$ cat config.mk
export PLATFORM = sky130hd
export DESIGN_NAME = interrupt_ctrl
export DESIGN_NICKNAME = d
export VERILOG_FILES = /design/src/rtl/interrupt_ctrl.sv
export SDC_FILE = /design/constraint.sdc
export NUM_CORES = 1
export LEC_CHECK = 0
export BUFFER_PORTS_ARGS = -buffer_cell sky130_fd_sc_hd__buf_2
export CAP_MARGIN = 20
export CORE_UTILIZATION = 35
export DETAILED_ROUTE_END_ITERATION = 10
export PLACE_DENSITY = 0.66
export SLEW_MARGIN = 20
export SYNTH_ARGS = -nofsm -noshare
export SYNTH_HDL_FRONTEND = slang
export SYNTH_SLANG_ARGS = --single-unit
export TNS_END_PERCENT = 5
$ cat constraint.sdc
create_clock -name clk -period 1.95 [get_ports clk]
set_input_delay 0.2925 -clock clk [delete_from_list [all_inputs] [get_ports clk]]
set_output_delay 0.2925 -clock clk [all_outputs]
set_load 0.02 [all_outputs]
$ cat src/rtl/interrupt_ctrl.sv
// Machine-mode interrupt controller: synchronizes and edge-detects the external
// request, arbitrates ext > soft > timer and issues a single-cycle take pulse
// to the CSR block.
//
// state   | meaning
// --------+-----------------------------------------------------------
// IDLE    | waiting for an eligible, globally enabled request
// TAKE    | g_interrupt pulse cycle, cause already captured
// HANDLER | trap handler running; requests ignored until mret
// RECOVER | single dead cycle after mret before re-arbitration
module interrupt_ctrl #(
    parameter int EXT_SYNC = 1
) (
    input  logic       clk,
    input  logic       rst_n,
    input  logic       ext_irq,
    input  logic       timer_irq,
    input  logic       soft_irq,
    input  logic       csr_meie,
    input  logic       csr_mtie,
    input  logic       csr_msie,
    input  logic       csr_rmie,
    input  logic       cmd_mret_ex,
    input  logic       cmd_ecall_ex,
    input  logic       stall,
    output logic       g_interrupt,
    output logic [1:0] g_interrupt_priv,
    output logic [1:0] g_current_priv,
    output logic [4:0] int_cause,
    output logic       int_busy
);

    localparam logic [4:0] CAUSE_EXT   = 5'd11;
    localparam logic [4:0] CAUSE_SOFT  = 5'd3;
    localparam logic [4:0] CAUSE_TIMER = 5'd7;
    localparam logic [1:0] PRIV_M      = 2'b11;

    typedef enum logic [1:0] {
        IDLE    = 2'd0,
        TAKE    = 2'd1,
        HANDLER = 2'd2,
        RECOVER = 2'd3
    } state_t;

    state_t     state;
    logic       ext_s;
    logic       ext_prev;
    logic       ext_edge;
    logic       ext_pend;
    logic       ext_clr;
    logic       elig_e;
    logic       elig_s;
    logic       elig_t;
    logic       take_ok;
    logic [4:0] win_cause;

    generate
        if (EXT_SYNC != 0) begin : g_sync
            logic sync1;
            logic sync2;

            // Two-flop synchronizer for the asynchronous external request.
            always_ff @(posedge clk) begin
                if (rst_n) begin
                    sync1 <= 1'b0;
                    sync2 <= 1'b0;
                end else begin
                    sync1 <= ext_irq;
                    sync2 <= sync1;
                end
            end

            assign ext_s = sync2;
        end else begin : g_nosync
            assign ext_s = ext_irq;
        end
    endgenerate

    assign ext_edge = ext_s & ~ext_prev;
    assign ext_clr  = (state == TAKE) && (int_cause == CAUSE_EXT);

    // Edge history and sticky external pending bit; a new edge beats the clear.
    always_ff @(posedge clk) begin
        if (rst_n) begin
            ext_prev <= 1'b0;
            ext_pend <= 1'b0;
        end else begin
            ext_prev <= ext_s;
            ext_pend <= (ext_pend & ~ext_clr) | ext_edge;
        end
    end

    assign elig_e  = ext_pend & csr_meie;
    assign elig_s  = soft_irq & csr_msie;
    assign elig_t  = timer_irq & csr_mtie;
    assign take_ok = (elig_e | elig_s | elig_t) & csr_rmie & ~stall
                     & ~cmd_ecall_ex & ~cmd_mret_ex;

    // Fixed priority arbitration of the eligible sources.
    always_comb begin
        win_cause = CAUSE_TIMER;
        if (elig_e)
            win_cause = CAUSE_EXT;
        else if (elig_s)
            win_cause = CAUSE_SOFT;
    end

    assign g_interrupt_priv = PRIV_M;

    // Interrupt sequencing FSM with registered pulse, cause, busy and privilege.
    always_ff @(posedge clk) begin
        if (rst_n) begin
            state          <= IDLE;
            g_interrupt    <= 1'b0;
            int_cause      <= 5'd0;
            int_busy       <= 1'b0;
            g_current_priv <= PRIV_M;
        end else begin
            case (state)
                IDLE: begin
                    if (take_ok) begin
                        state          <= TAKE;
                        g_interrupt    <= 1'b1;
                        int_cause      <= win_cause;
                        g_current_priv <= PRIV_M;
                    end
                end
                TAKE: begin
                    state       <= HANDLER;
                    g_interrupt <= 1'b0;
                    int_busy    <= 1'b1;
                end
                HANDLER: begin
                    if (cmd_mret_ex && !stall) begin
                        state          <= RECOVER;
                        int_busy       <= 1'b0;
                        g_current_priv <= PRIV_M;
                    end
                end
                RECOVER: begin
                    state <= IDLE;
                end
                default: begin
                    state       <= IDLE;
                    g_interrupt <= 1'b0;
                    int_busy    <= 1'b0;
                end
            endcase
        end
    end

endmodule

==> impl_metrics.tcl <==
set metrics [dict create \
    status "finished clean" \
    grt_pass1_vias 435 \
    avgRoutedWirePerCell_um 10.7 \
    clock_sinks 11 \
    nNetsFinal 99 \
    layout_commonest_cell "buf_2" \
    yosysTopAreaCell "dfxtp_1" \
    drtAntennaViolNets 0 \
    path_cells "buf_2, or4b_1, a222oi_1, o221a_1" \
    htree_levels 1 \
    min_period_ns 1.62 \
    io_buffer_count 17 \
    row_count 14 \
    tns_ns 0 \
    grt_setup_unrepaired "no" \
    totalWireLength_um 1050 \
    pre_cts_ws_ns 0.0582 \
    syn_avg_cell_area_um2 8.97 \
    critPathSlowestCell "or4b_1" \
    dr.pass1.iters 4 \
    synthesis.area_um2 583 \
    crit_path_end_kind "register" \
    ys_ff_latch 11 \
    chipHeight_um 42.8 \
    crit_arrival_ns 1.83 \
    yosys_warnings 0 \
    core_um2 1520 \
    startpoint_type "primary input" \
    drt_iter0_markers 14 \
    cts_tree "yes" \
    ff2ff_path_depth 5 \
    total_leakage_power_nw 0.302 \
    max-clock-path-buffers 2 \
    grt_pass1_wl_um 1680 \
    drive_gt1_frac 0.268 \
    grt_usage 0.125 \
    ctsResizeCount 0 \
    start_util 0.383 \
    cpPeakStageDelay_ns 0.65 \
    skew_ns 0.00288 \
    final_hold_viol_count 0 \
    globalplace.congestion 0.666 \
    insertion_delay_ns 0.27 \
    p_total_w 0.000460 \
    fin_ws_ns 0.334 \
    finalSetupViolations 0 \
    critPathKind "in2reg" \
    crit_required_ns 2.16 \
    hold_path.class "in2reg" \
    synth_top_area_share 0.378 \
    cp_max_fo 8 \
    hold_path_depth 2 \
    finalMaxSlewViolations 0 \
    dieArea_um2 1830 \
    syn_to_final_growth_pct 16.5 \
    postCtsSetupBuffers 0 \
    die_x_um 42.8 \
    ys_top_cells_by_area "dfxtp_1, ha_1, buf_4" \
    grt-ovfl-total 0 \
    clock.fmax_ghz 0.619 \
    antenna_found_initial 0 \
    clkTransAtPathRegs_ns 0.07 \
    yosysUniqueCellTypes 26 \
    root_buffer "clkbuf_4" \
    vias 480 \
    fin_crit_sh 0.829 \
    hold_buffers 0 \
    powerDensity_nw_per_um2 677 \
    grt_max_degree 11 \
    syn_inst 65 \
    layout_common_cells "buf_2, dfxtp_1, inv_1" \
    io-pin-count 23 \
    placed_cells 94 \
    vias_per_cell 4.90 \
    drc_errors 0 \
    antenna_cells 0 \
    final_cell_count_no_fill 98 \
    ys_seq_area_frac 0.378 \
    cap_violations 0 \
    place_hpwl_um 829 \
    irDropWorstVdd_uv 316 \
    cts_buffers 3 \
]
==> registers in the layout, summed over array words and instances (netlist names) <==
name,cells
ext_s,1
int_busy,1
int_cause,3
state,2
g_sync.sync1,1
ext_prev,1
g_interrupt,1
ext_pend,1
==> layer usage <==
| layer | wire length [um] | vias up | track usage | share of wire |
|---|---|---|---|---|
| met1 | 475 | 215 | 0.127 | 0.45 |
| met5 | 0 | - | 0 | 0 |
| met4 | 0 | 0 | 0.0375 | 0 |
| li1 | - | 249 | - | - |
| met2 | 488 | 16 | 0.212 | 0.47 |
| met3 | 80 | 0 | 0.0766 | 0.077 |
==> area by class of cell <==
cell class                 instances  area, um^2
clock buffer                       4        26.3
fill                             164         845
inverter                           6        22.5
multi-input combinational         43         298
sequential                        11         220
tap                               16        20.0
timing repair buffer              18        92.6
==> path summary, 6_finish.rpt <==
path                                     end         start  slack, ns
worst max register to register      state[0]      state[0]       0.34
worst min-delay path            g_sync.sync1       ext_irq       0.23
worst max-delay path                state[0]         stall       0.33
worst min register to register         ext_s  g_sync.sync1       0.44
==> worst max-delay path, delay by kind of cell <==
| kind | cells | cell delay [ns] |
|---|---|---|
| buffers and inverters | 1 | 0.10 |
| AO/OA/AOI/OAI | 2 | 0.78 |
| AND/OR/NAND/NOR | 1 | 0.65 |
==> Yosys cell counts <==
cell type / instances
a21boi_0: 1
a21oi_1: 5
a221oi_1: 1
a222oi_1: 2
a22oi_1: 1
buf_4: 6
clkbuf_1: 1
clkbuf_2: 1
conb_1: 2
dfxtp_1: 11
ha_1: 4
inv_1: 6
mux2i_1: 1
nand2_1: 3
nand2b_1: 1
nand3b_1: 1
nand4b_1: 1
nor2_1: 2
nor2b_1: 5
o21a_1: 1
o21ai_0: 1
o221a_1: 1
o31ai_1: 2
or2_2: 1
or3_1: 2
or4b_1: 2
==> cells by family after synthesis <==
kind of cell | count (synthesis) | share of synthesized area
buffers and inverters | 14 | 0.131
adders and majority gates | 4 | 0.0858
AOI/OAI and AO/OA | 15 | 0.185
other | 2 | 0.0129
and+or+nand+nor | 18 | 0.191
muxes | 1 | 0.0172
DFF | 11 | 0.378
==> power breakdown <==
group	internal (W)	leakage [nW]	switching, W	total (W)
clock network	0.0000792	0.0150	0.0000720	0.000151
registers	0.000233	0.0895	0.00000472	0.000237
logic	0.0000300	0.197	0.0000411	0.0000712
==> through the flow <==
stage	hold WS, ns	util	area [um^2]
5_1_grt	0.253	0.446	679
3_3_place_gp	0.421	0.429	653
2_1_floorplan	0.414	-	594
3_5_place_dp	0.427	0.429	653
6_report	0.234	0.446	679
4_1_cts	0.232	0.446	679
Note: power is estimated with default switching activity, not from simulation.
